## src/rtl/fft_spectrum_pkg.sv

```systemverilog
// Shared types and helpers for the FFT spectrum source: FSM state, counter sizing and
// the alpha-max-plus-beta-min magnitude estimate.
package fft_spectrum_pkg;

    typedef enum logic {
        IDLE   = 1'b0,
        ACTIVE = 1'b1
    } state_t;

    localparam int N_DEFAULT = 128;
    localparam int HALF_N    = N_DEFAULT / 2;

    function automatic int clog2(input int value);
        int r;
        int v;
        r = 0;
        v = value - 1;
        while (v > 0) begin
            r++;
            v = v >> 1;
        end
        return r;
    endfunction

    // max + min/2 on unsigned magnitudes; one extra bit so the sum never wraps
    function automatic logic [32:0] abs_max_min(input logic [31:0] a, input logic [31:0] b);
        logic [31:0] mx;
        logic [31:0] mn;
        mx = (a > b) ? a : b;
        mn = (a > b) ? b : a;
        return {1'b0, mx} + {2'b00, mn[31:1]};
    endfunction

endpackage

```

## src/rtl/fft_spectrum_src_mag_est.sv

```systemverilog
// fft_mag_est: two-stage magnitude pipeline (abs, then max/min/add with saturation).
// Framing flags and the bin tag travel alongside the data with the same latency.
module fft_mag_est
    import fft_spectrum_pkg::*;
#(
    parameter int IN_W  = 16,
    parameter int OUT_W = 16,
    parameter int TAG_W = 6
) (
    input  logic                    clk,
    input  logic                    rst_n,
    input  logic                    in_valid,
    input  logic                    in_sop,
    input  logic                    in_eop,
    input  logic [TAG_W-1:0]        in_tag,
    input  logic signed [IN_W-1:0]  in_real,
    input  logic signed [IN_W-1:0]  in_imag,
    output logic                    out_valid,
    output logic                    out_sop,
    output logic                    out_eop,
    output logic [TAG_W-1:0]        out_tag,
    output logic [OUT_W-1:0]        out_mag
);

    logic             s1_valid;
    logic             s1_sop;
    logic             s1_eop;
    logic [TAG_W-1:0] s1_tag;
    logic [IN_W:0]    s1_abs_re;
    logic [IN_W:0]    s1_abs_im;
    logic [32:0]      sum;
    logic [OUT_W-1:0] sat;

    // sign-extend first so the most negative input maps to +2^(IN_W-1)
    function automatic logic [IN_W:0] abs_ext(input logic signed [IN_W-1:0] x);
        logic signed [IN_W:0] w;
        w = {x[IN_W-1], x};
        return w[IN_W] ? -w : w;
    endfunction

    always_comb begin
        sum = abs_max_min(32'(s1_abs_re), 32'(s1_abs_im));
        sat = (|sum[32:OUT_W]) ? '1 : sum[OUT_W-1:0];
    end

    always_ff @(posedge clk) begin
        if (!rst_n) begin
            s1_valid  <= 1'b0;
            s1_sop    <= 1'b0;
            s1_eop    <= 1'b0;
            s1_tag    <= '0;
            s1_abs_re <= '0;
            s1_abs_im <= '0;
            out_valid <= 1'b0;
            out_sop   <= 1'b0;
            out_eop   <= 1'b0;
            out_tag   <= '0;
            out_mag   <= '0;
        end else begin
            s1_valid  <= in_valid;
            s1_sop    <= in_sop;
            s1_eop    <= in_eop;
            s1_tag    <= in_tag;
            s1_abs_re <= abs_ext(in_real);
            s1_abs_im <= abs_ext(in_imag);
            out_valid <= s1_valid;
            out_sop   <= s1_sop;
            out_eop   <= s1_eop;
            out_tag   <= s1_tag;
            out_mag   <= sat;
        end
    end

endmodule

```

## src/rtl/fft_spectrum_src.sv

```systemverilog
// FFT spectrum source: frames the first N/2 magnitude bins, decimates frames and flags
// framing errors. Optional peak-hold with decay is built when FFT_SPECTRUM_PEAK_HOLD_EN is defined.
//   state  | meaning
//   IDLE   | waiting for an in_sop beat
//   ACTIVE | inside a frame, bin_q is the index of the next beat
module fft_spectrum_src
    import fft_spectrum_pkg::*;
#(
    parameter int N     = N_DEFAULT,
    parameter int IN_W  = 16,
    parameter int OUT_W = 16,
    parameter int DECIM = 4
) (
    input  logic                   clk,
    input  logic                   rst_n,
    input  logic                   in_valid,
    input  logic                   in_sop,
    input  logic                   in_eop,
    input  logic signed [IN_W-1:0] in_real,
    input  logic signed [IN_W-1:0] in_imag,
    output logic [OUT_W-1:0]       out_data,
    output logic                   out_sop,
    output logic                   out_eop,
    output logic                   out_valid,
    output logic                   err_frame
);

    localparam int HALF  = N / 2;
    localparam int BIN_W = clog2(N);
    localparam int TAG_W = clog2(HALF);
    localparam int FC_W  = (DECIM > 1) ? clog2(DECIM) : 1;

    state_t           state_q, state_d;
    logic [BIN_W-1:0] bin_q, bin_d;
    logic [FC_W-1:0]  fcnt_q, fcnt_d;
    logic             emit_q, emit_d;
    logic             beat_emit, beat_sop, beat_eop, beat_err;
    logic [TAG_W-1:0] beat_tag;
    logic             err_p1, err_p2;

    logic             mag_valid, mag_sop, mag_eop;
    logic [TAG_W-1:0] mag_tag;
    logic [OUT_W-1:0] mag;

    always_comb begin
        state_d   = state_q;
        bin_d     = bin_q;
        fcnt_d    = fcnt_q;
        emit_d    = emit_q;
        beat_emit = 1'b0;
        beat_sop  = 1'b0;
        beat_eop  = 1'b0;
        beat_err  = 1'b0;
        beat_tag  = '0;
        case (state_q)
            IDLE: begin
                if (in_valid && in_sop) begin
                    if (in_eop) begin
                        beat_err = 1'b1;
                    end else begin
                        state_d   = ACTIVE;
                        bin_d     = BIN_W'(1);
                        emit_d    = (fcnt_q == '0);
                        beat_emit = (fcnt_q == '0);
                        beat_sop  = 1'b1;
                    end
                end
            end
            ACTIVE: begin
                if (in_valid) begin
                    if (in_sop) begin
                        // restart in place; the decimation slot is unchanged
                        beat_err  = 1'b1;
                        bin_d     = BIN_W'(1);
                        emit_d    = (fcnt_q == '0);
                        beat_emit = (fcnt_q == '0);
                        beat_sop  = 1'b1;
                    end else begin
                        beat_tag  = bin_q[TAG_W-1:0];
                        beat_emit = emit_q && (bin_q < BIN_W'(HALF));
                        beat_eop  = (bin_q == BIN_W'(HALF - 1));
                        if (bin_q == BIN_W'(N - 1)) begin
                            state_d = IDLE;
                            if (in_eop) begin
                                fcnt_d = (fcnt_q == FC_W'(DECIM - 1)) ? '0 : fcnt_q + 1'b1;
                            end else begin
                                beat_err = 1'b1;
                            end
                        end else if (in_eop) begin
                            state_d  = IDLE;
                            beat_err = 1'b1;
                        end else begin
                            bin_d = bin_q + 1'b1;
                        end
                    end
                end
            end
            default: state_d = IDLE;
        endcase
    end

    always_ff @(posedge clk) begin
        if (!rst_n) begin
            state_q <= IDLE;
            bin_q   <= '0;
            fcnt_q  <= '0;
            emit_q  <= 1'b0;
            err_p1  <= 1'b0;
            err_p2  <= 1'b0;
        end else begin
            state_q <= state_d;
            bin_q   <= bin_d;
            fcnt_q  <= fcnt_d;
            emit_q  <= emit_d;
            err_p1  <= beat_err;
            err_p2  <= err_p1;
        end
    end

    fft_mag_est #(
        .IN_W  (IN_W),
        .OUT_W (OUT_W),
        .TAG_W (TAG_W)
    ) u_mag_est (
        .clk       (clk),
        .rst_n     (rst_n),
        .in_valid  (beat_emit),
        .in_sop    (beat_emit & beat_sop),
        .in_eop    (beat_emit & beat_eop),
        .in_tag    (beat_tag),
        .in_real   (in_real),
        .in_imag   (in_imag),
        .out_valid (mag_valid),
        .out_sop   (mag_sop),
        .out_eop   (mag_eop),
        .out_tag   (mag_tag),
        .out_mag   (mag)
    );

    assign out_valid = mag_valid;
    assign out_sop   = mag_sop;
    assign out_eop   = mag_eop & (mag_tag == TAG_W'(HALF - 1));
    assign err_frame = err_p2;

`ifdef FFT_SPECTRUM_PEAK_HOLD_EN
    logic [OUT_W-1:0] peak_q [HALF];
    logic [OUT_W-1:0] decayed;
    logic [OUT_W-1:0] held;

    // peak decays by 1/16 per emitted frame, so a stale peak fades out
    always_comb begin
        decayed = peak_q[mag_tag] - (peak_q[mag_tag] >> 4);
        held    = (mag > decayed) ? mag : decayed;
    end

    always_ff @(posedge clk) begin
        if (!rst_n) begin
            for (int i = 0; i < HALF; i++) peak_q[i] <= '0;
        end else if (mag_valid) begin
            peak_q[mag_tag] <= held;
        end
    end

    assign out_data = held;
`else
    assign out_data = mag;
`endif

endmodule

```

## config.mk

```make
export PLATFORM = sky130hd
export DESIGN_NAME = fft_spectrum_src
export DESIGN_NICKNAME = d
export VERILOG_FILES = /design/src/rtl/fft_spectrum_pkg.sv /design/src/rtl/fft_spectrum_src_mag_est.sv /design/src/rtl/fft_spectrum_src.sv
export SDC_FILE = /design/constraint.sdc
export NUM_CORES = 1
export LEC_CHECK = 0
export CORE_MARGIN = 3
export CORE_UTILIZATION = 46
export CTS_CLUSTER_DIAMETER = 100
export DETAILED_ROUTE_END_ITERATION = 8
export PLACE_DENSITY = 0.7
export SLEW_MARGIN = 10
export SYNTH_ARGS = -nofsm -noshare
export SYNTH_HDL_FRONTEND = slang
export SYNTH_SLANG_ARGS = --single-unit
```

## constraint.sdc

```tcl
create_clock -name clk -period 5.6 [get_ports clk]
set_input_delay 0.84 -clock clk [delete_from_list [all_inputs] [get_ports clk]]
set_output_delay 0.84 -clock clk [all_outputs]
set_load 0.03 [all_outputs]
```

Yosys cells after proc, flatten, opt, wreduce, memory -nomap -nowiden --
Cells that the tools add are included.
Word-level totals: input bits 37, logic and storage cells 94, register bits after elaboration 81, output and inout bits 20
Operators by class: bitwise logic cells 7, magnitude comparators 2, add/sub/neg operators 5, equality and inequality tests 10, multiplexer cells 41, reductions and logical operators 10
Operators by type and width (count):
- $mux 7 | 6
- $mux 17 | 2
- $neg 16->17 | 2
- $add 32x31->33 | 1
- $mux 15 | 2
- $mux 1 | 23
- $gt 17x17->1 | 1
- $reduce_or 17->1 | 1
- $mux 16 | 1
- $pmux 7 s2 | 1
- $pmux 1 s2 | 5
- $reduce_and 5->1 | 2
- $ne 2x2->1 const B | 4
- $add 7x1->7 const B | 1
- $eq 7x6->1 const B | 1
- $eq 7x7->1 const B | 1
- $lt 7x7->1 const B | 1
- $eq 6x6->1 const B | 1
- $ne 3x3->1 const B | 2
- $not 1->1 | 4
- $reduce_and 2->1 | 2
- $reduce_and 4->1 | 1
- $reduce_or 4->1 | 1
- $and 1x1->1 | 3
- 5 further kinds | 6

Depth between registers and ports, before layout --
word-level depth 6, mapped depth 20, mapped depth without buffers 18

Cells and area by module --
From an unflattened synthesis, not the netlist that was laid out.
Second synthesis, totals: cell total of the unflattened synthesis 522, area total of the unflattened synthesis 4698.3 µm²
Modules (own cells, without submodules):
- fft_mag_est | seq. area each 1361.3 µm², cells each 431, area each 3921.3 µm², times used 1
- fft_spectrum_src | seq. area each 260.2 µm², cells each 91, area each 777.0 µm², times used 1

Least setup slack after synthesis --
Ideal clock, no wire load.
path type reg-to-reg, start register u_mag_est.s1_abs_im[10], end register u_mag_est.out_mag[10], clock period less this slack 4.444 ns, stages on the path, launching flop included 21, data required time 5.485 ns, library setup time 0.115 ns, path buffers 3, data arrival time 4.329 ns, setup slack 1.156 ns, cell sequence dfxtp_1 -> inv_1 -> ha_1 -> a21o_1 -> a221o_1 -> a221oi_2 -> o21ai_2 -> nand2_1 -> buf_2 -> clkbuf_1 -> o21ai_0 -> ha_1 -> fa_1 -> a211oi_1 -> o21ai_2 -> o2111ai_1 -> a211o_1 -> and3b_1 -> buf_2 -> mux2i_4 -> o21a_1
Between the ends: longest elaborated chain between the ends 5, elaborated cells on any way between the ends 6, those cells by class 1 x add/sub; 1 x order compare; 3 x mux; 1 x reduce/logical
Ends and longest elaborated chain:
- from (decl) | RTL line fft_spectrum_src_mag_est.sv:30 | logic [IN_W:0] s1_abs_im;
- from (signal assigned) | RTL line fft_spectrum_src_mag_est.sv:65 | s1_abs_im <= abs_ext(in_imag);
- $gt 17x17->1 | RTL line fft_spectrum_pkg.sv:29, fft_spectrum_pkg.sv:30
- $mux 17 (on tied branches) | RTL line fft_spectrum_pkg.sv:29, fft_spectrum_pkg.sv:30
- $add 32x31->33 * | RTL line fft_spectrum_pkg.sv:31 | return {1'b0, mx} + {2'b00, mn[31:1]};
- $reduce_or 17->1 | RTL line fft_spectrum_src_mag_est.sv:43 | sat = (|sum[32:OUT_W]) ? '1 : sum[OUT_W-1:0];
- $mux 16 * | RTL line fft_spectrum_src_mag_est.sv:43
- to (signal assigned) | RTL line fft_spectrum_src_mag_est.sv:70 | out_mag <= sat;
- to (decl) | RTL line fft_spectrum_src_mag_est.sv:22 | output logic [OUT_W-1:0] out_mag
Mark *: on every way between the ends. The rest lies on a longest branch, timed or not. A chain may end at the register's enable or synchronous reset.

Worst setup path in the final report --
start register u_mag_est.s1_abs_im[12], end register u_mag_est.out_mag[13]
The elaborated chain is that of the path after synthesis.

==> results_dict.tcl <==
set metrics [dict create \
    status "completed" \
    antenna_found_initial 0 \
    cp_slowest_stage_delay_ps 520 \
    cp_slowest_cell "o31ai_1" \
    dp_cells 688 \
    die_x_um 105 \
    cp_max_fo 36 \
    hold_ws_ps 434 \
    period_share_pct 87.2 \
    gp_congestion 0.866 \
    total_power_mw 1.50 \
    final.setup.tns_ps 0 \
    yosysWarningCount 0 \
    drt_iter0_drc 200 \
    synth-seq-cells 81 \
    cp.buffers_inverters 2 \
    grt_first_pass_wirelength_um 15800 \
    htreeDepth 3 \
    cts_resized 0 \
    ir_drop_mv 0.136 \
    die_h_um 105 \
    cts_buffers 9 \
    ff2ff_path_depth 17 \
    rsz0062_at_grt "no" \
    cts_sinks 81 \
    cts_setup_buffers 0 \
    worstSetupPathType "register to register" \
    yosys_most_used_dff "dfxtp_1" \
    hold_class "register to register" \
    pwr_density_cell_mw_per_mm2 280 \
    core_mm2 0.00937 \
    drt-pass1-iter-count 4 \
    die-area_mm2 0.0110 \
    diodes 0 \
    ys_seq_area_share_pct 36.2 \
    synth-edff-count 0 \
    yosys.cell_types.count 51 \
    finalCriticalPeriod_ps 4880 \
    fill_cells 887 \
    clockBufferDepth 2 \
    timing.rr.start "u_mag_est.s1_abs_im[12]" \
    slew_viol_final 0 \
    wl_per_cell_um 13.1 \
    cts-root-buf "clkbuf_8" \
    dpl.hpwl_um 7240 \
    worstReg2RegEnd "u_mag_est.out_mag[13]" \
    synthCells 514 \
    endpoint "u_mag_est.out_mag[13]" \
    grt_pass1_vias 3437 \
    finalClockSkew_ps 11.2 \
    final_hold_viol_count 0 \
    fin_nets 647 \
    io_buffers 56 \
    worstPathRequired_ps 5880 \
    grt_max_degree 43 \
    rows 35 \
    drive_gt1_share_pct 6.78 \
    synthArstFlopShare_pct 0 \
    hold_buffers 0 \
    area_growth_pct 19.6 \
    vias 3595 \
    cts_tree "yes" \
    clk_latency_ps 340 \
    worst_slack_ps 718 \
    path_delay_family "compound AO/OA/AOI/OAI gates" \
    start_util_pct 47.8 \
    p_leak_nw 2.21 \
    drc 0 \
    fmax_mhz 205 \
    ios 57 \
    syn_area_per_cell_um2 8.71 \
    syn_area_mm2 0.00448 \
    tightest_slew_ps 900 \
    setup_viol 0 \
    crit_start "u_mag_est.s1_abs_im[12]" \
    grt_overflow 0 \
    dpl_worst_slack_ps 764 \
    path_cells "inv_1 -> ha_1 -> and2_1 -> a221o_1 -> a221oi_2 -> o21ai_2 -> nand2_1 -> buf_4 -> mux2_2 -> ha_1 -> o211ai_1 -> o211ai_1 -> a211oi_1 -> o31ai_1 -> a221oi_4 -> mux2i_4 -> o21a_1" \
    vias_per_cell 5.11 \
    maxSlewHeadroom_pct 39.2 \
    ant_nets 0 \
    r2r_setup_slack_ps 720 \
    start_kind "register" \
    cts.clk_slew.worst_paths_ps 80 \
    cp.arrival_ps 5170 \
    routed_wl_um 9230 \
    cp_num_cells 17 \
    instances_no_fill 704 \
    grtUsageTotal_pct 17.3 \
    max-cap-violations 0 \
    cp-end-kind "register" \
]
[sequential cells by signal, indices dropped and copies added (netlist names)]
signal and count:
emit_q 1, u_mag_est.s1_eop 1, u_mag_est.s1_abs_im 17, state_q 1, u_mag_est.s1_valid 1, u_mag_est.out_sop 1
u_mag_est.out_eop 1, u_mag_est.out_mag 16, err_p1 1, bin_q 7, u_mag_est.s1_abs_re 17, fcnt_q 2
u_mag_est.s1_tag 6, u_mag_est.out_tag 6, u_mag_est.out_valid 1, u_mag_est.s1_sop 1, err_frame 1
[Yosys cell counts, types with 6 or more instances]
library cell   n  area, um^2
a21oi_1       22         110
dfxtp_1       81        1620
xnor2_1       10        87.6
o21a_1        11        82.6
o21ai_0       39         195
clkbuf_1      11        41.3
nand4_1        8        50.1
o31ai_1        9        67.6
a31oi_1        7        43.8
nand3_1       12        60.1
mux2_2        16         180
inv_1         30         113
xor2_1        32         280
nor3_1         6        30.0
and2_1        19         119
a211oi_1       6        45.0
nor2_1        47         176
a21o_1         8        60.1
nand2_1       48         180
or3_1          8        50.1
ha_1          39         488
[routing by layer]
layer	GRT usage [%]	vias up	wire length, um
li1	-	1904	-
met1	23.9	1614	4630
met2	27.4	71	4110
met3	3.46	6	392
met4	4.87	0	93
met5	0	-	0
[cells in the final DEF, fill, tap and decap left out, types with 4 or more instances in the layout]
| master | instances |
|---|---|
| dfxtp_1 | 81 |
| a211oi_1 | 6 |
| and2_1 | 19 |
| ha_1 | 39 |
| a21oi_1 | 22 |
| nand4_1 | 8 |
| clkdlybuf4s50_1 | 56 |
| nand2b_1 | 4 |
| xnor2_1 | 10 |
| a21o_1 | 8 |
| o31ai_1 | 9 |
| clkbuf_8 | 9 |
| nor3_1 | 6 |
| mux2_2 | 16 |
| nand2_1 | 48 |
| xor2_1 | 32 |
| nor2_1 | 47 |
| a31oi_1 | 7 |
| nand3_1 | 12 |
| o21a_1 | 11 |
| inv_1 | 30 |
| o21ai_0 | 39 |
| or3_1 | 8 |
[worst register-to-register path, cell delays in order (launching register included)]
cell and delay [ps]:
dfxtp_1 360, inv_1 60, ha_1 300, and2_1 170, a221o_1 310, a221oi_2 320
o21ai_2 150, nand2_1 320, buf_4 390, mux2_2 380, ha_1 350, o211ai_1 130
o211ai_1 270, a211oi_1 160, o31ai_1 520, a221oi_4 130, mux2i_4 320, o21a_1 180
[where the power goes]
part	leakage [nW]	switching, mW	total (mW)	internal [mW]
Sequential	0.668	0.0210	0.639	0.618
Combinational	1.45	0.254	0.455	0.201
Clock	0.0868	0.199	0.406	0.207
[final cells by class]
cell class                      instances  area, um^2  share of cell area, %
Inverter                               31         116                   2.17
Multi-Input combinational cell        388        2680                   50.1
Sequential cell                        81        1620                   30.3
Timing Repair Buffer                   59         583                   10.9
Clock inverter                          4        53.8                   1.00
Clock buffer                           12         135                   2.52
Tap cell                              129         161                   3.01
[worst min path at each step]
stage,from,end,depth (start not counted)
2_1_floorplan,err_p1,err_frame,1
3_3_place_gp,u_mag_est.s1_tag[4],u_mag_est.out_tag[4],1
3_5_place_dp,u_mag_est.s1_tag[3],u_mag_est.out_tag[3],1
4_1_cts,u_mag_est.s1_tag[3],u_mag_est.out_tag[3],1
5_1_grt,u_mag_est.s1_tag[3],u_mag_est.out_tag[3],1
6_report,u_mag_est.s1_tag[3],u_mag_est.out_tag[3],1
[logic make-up after synthesis]
| kind of cell | count (synthesis) | share of synthesized area (%) |
|---|---|---|
| and+or+nand+nor | 164 | 17.3 |
| AOI/OAI and AO/OA | 119 | 17.2 |
| DFF | 81 | 36.2 |
| buffers and inverters | 46 | 3.94 |
| xor gates and xnor gates | 42 | 8.21 |
| adders and majority gates | 40 | 11.3 |
| muxes | 21 | 5.70 |
| other | 1 | 0.0837 |
[metrics by stage]
step	utilization, %	cell area (um^2)
finish	57.1	5360
global route	57.1	5360
global placement	55.1	5170
CTS	57.1	5360
floorplan	-	4480
detailed placement	55.1	5170
(Power assumes the default switching activity.)
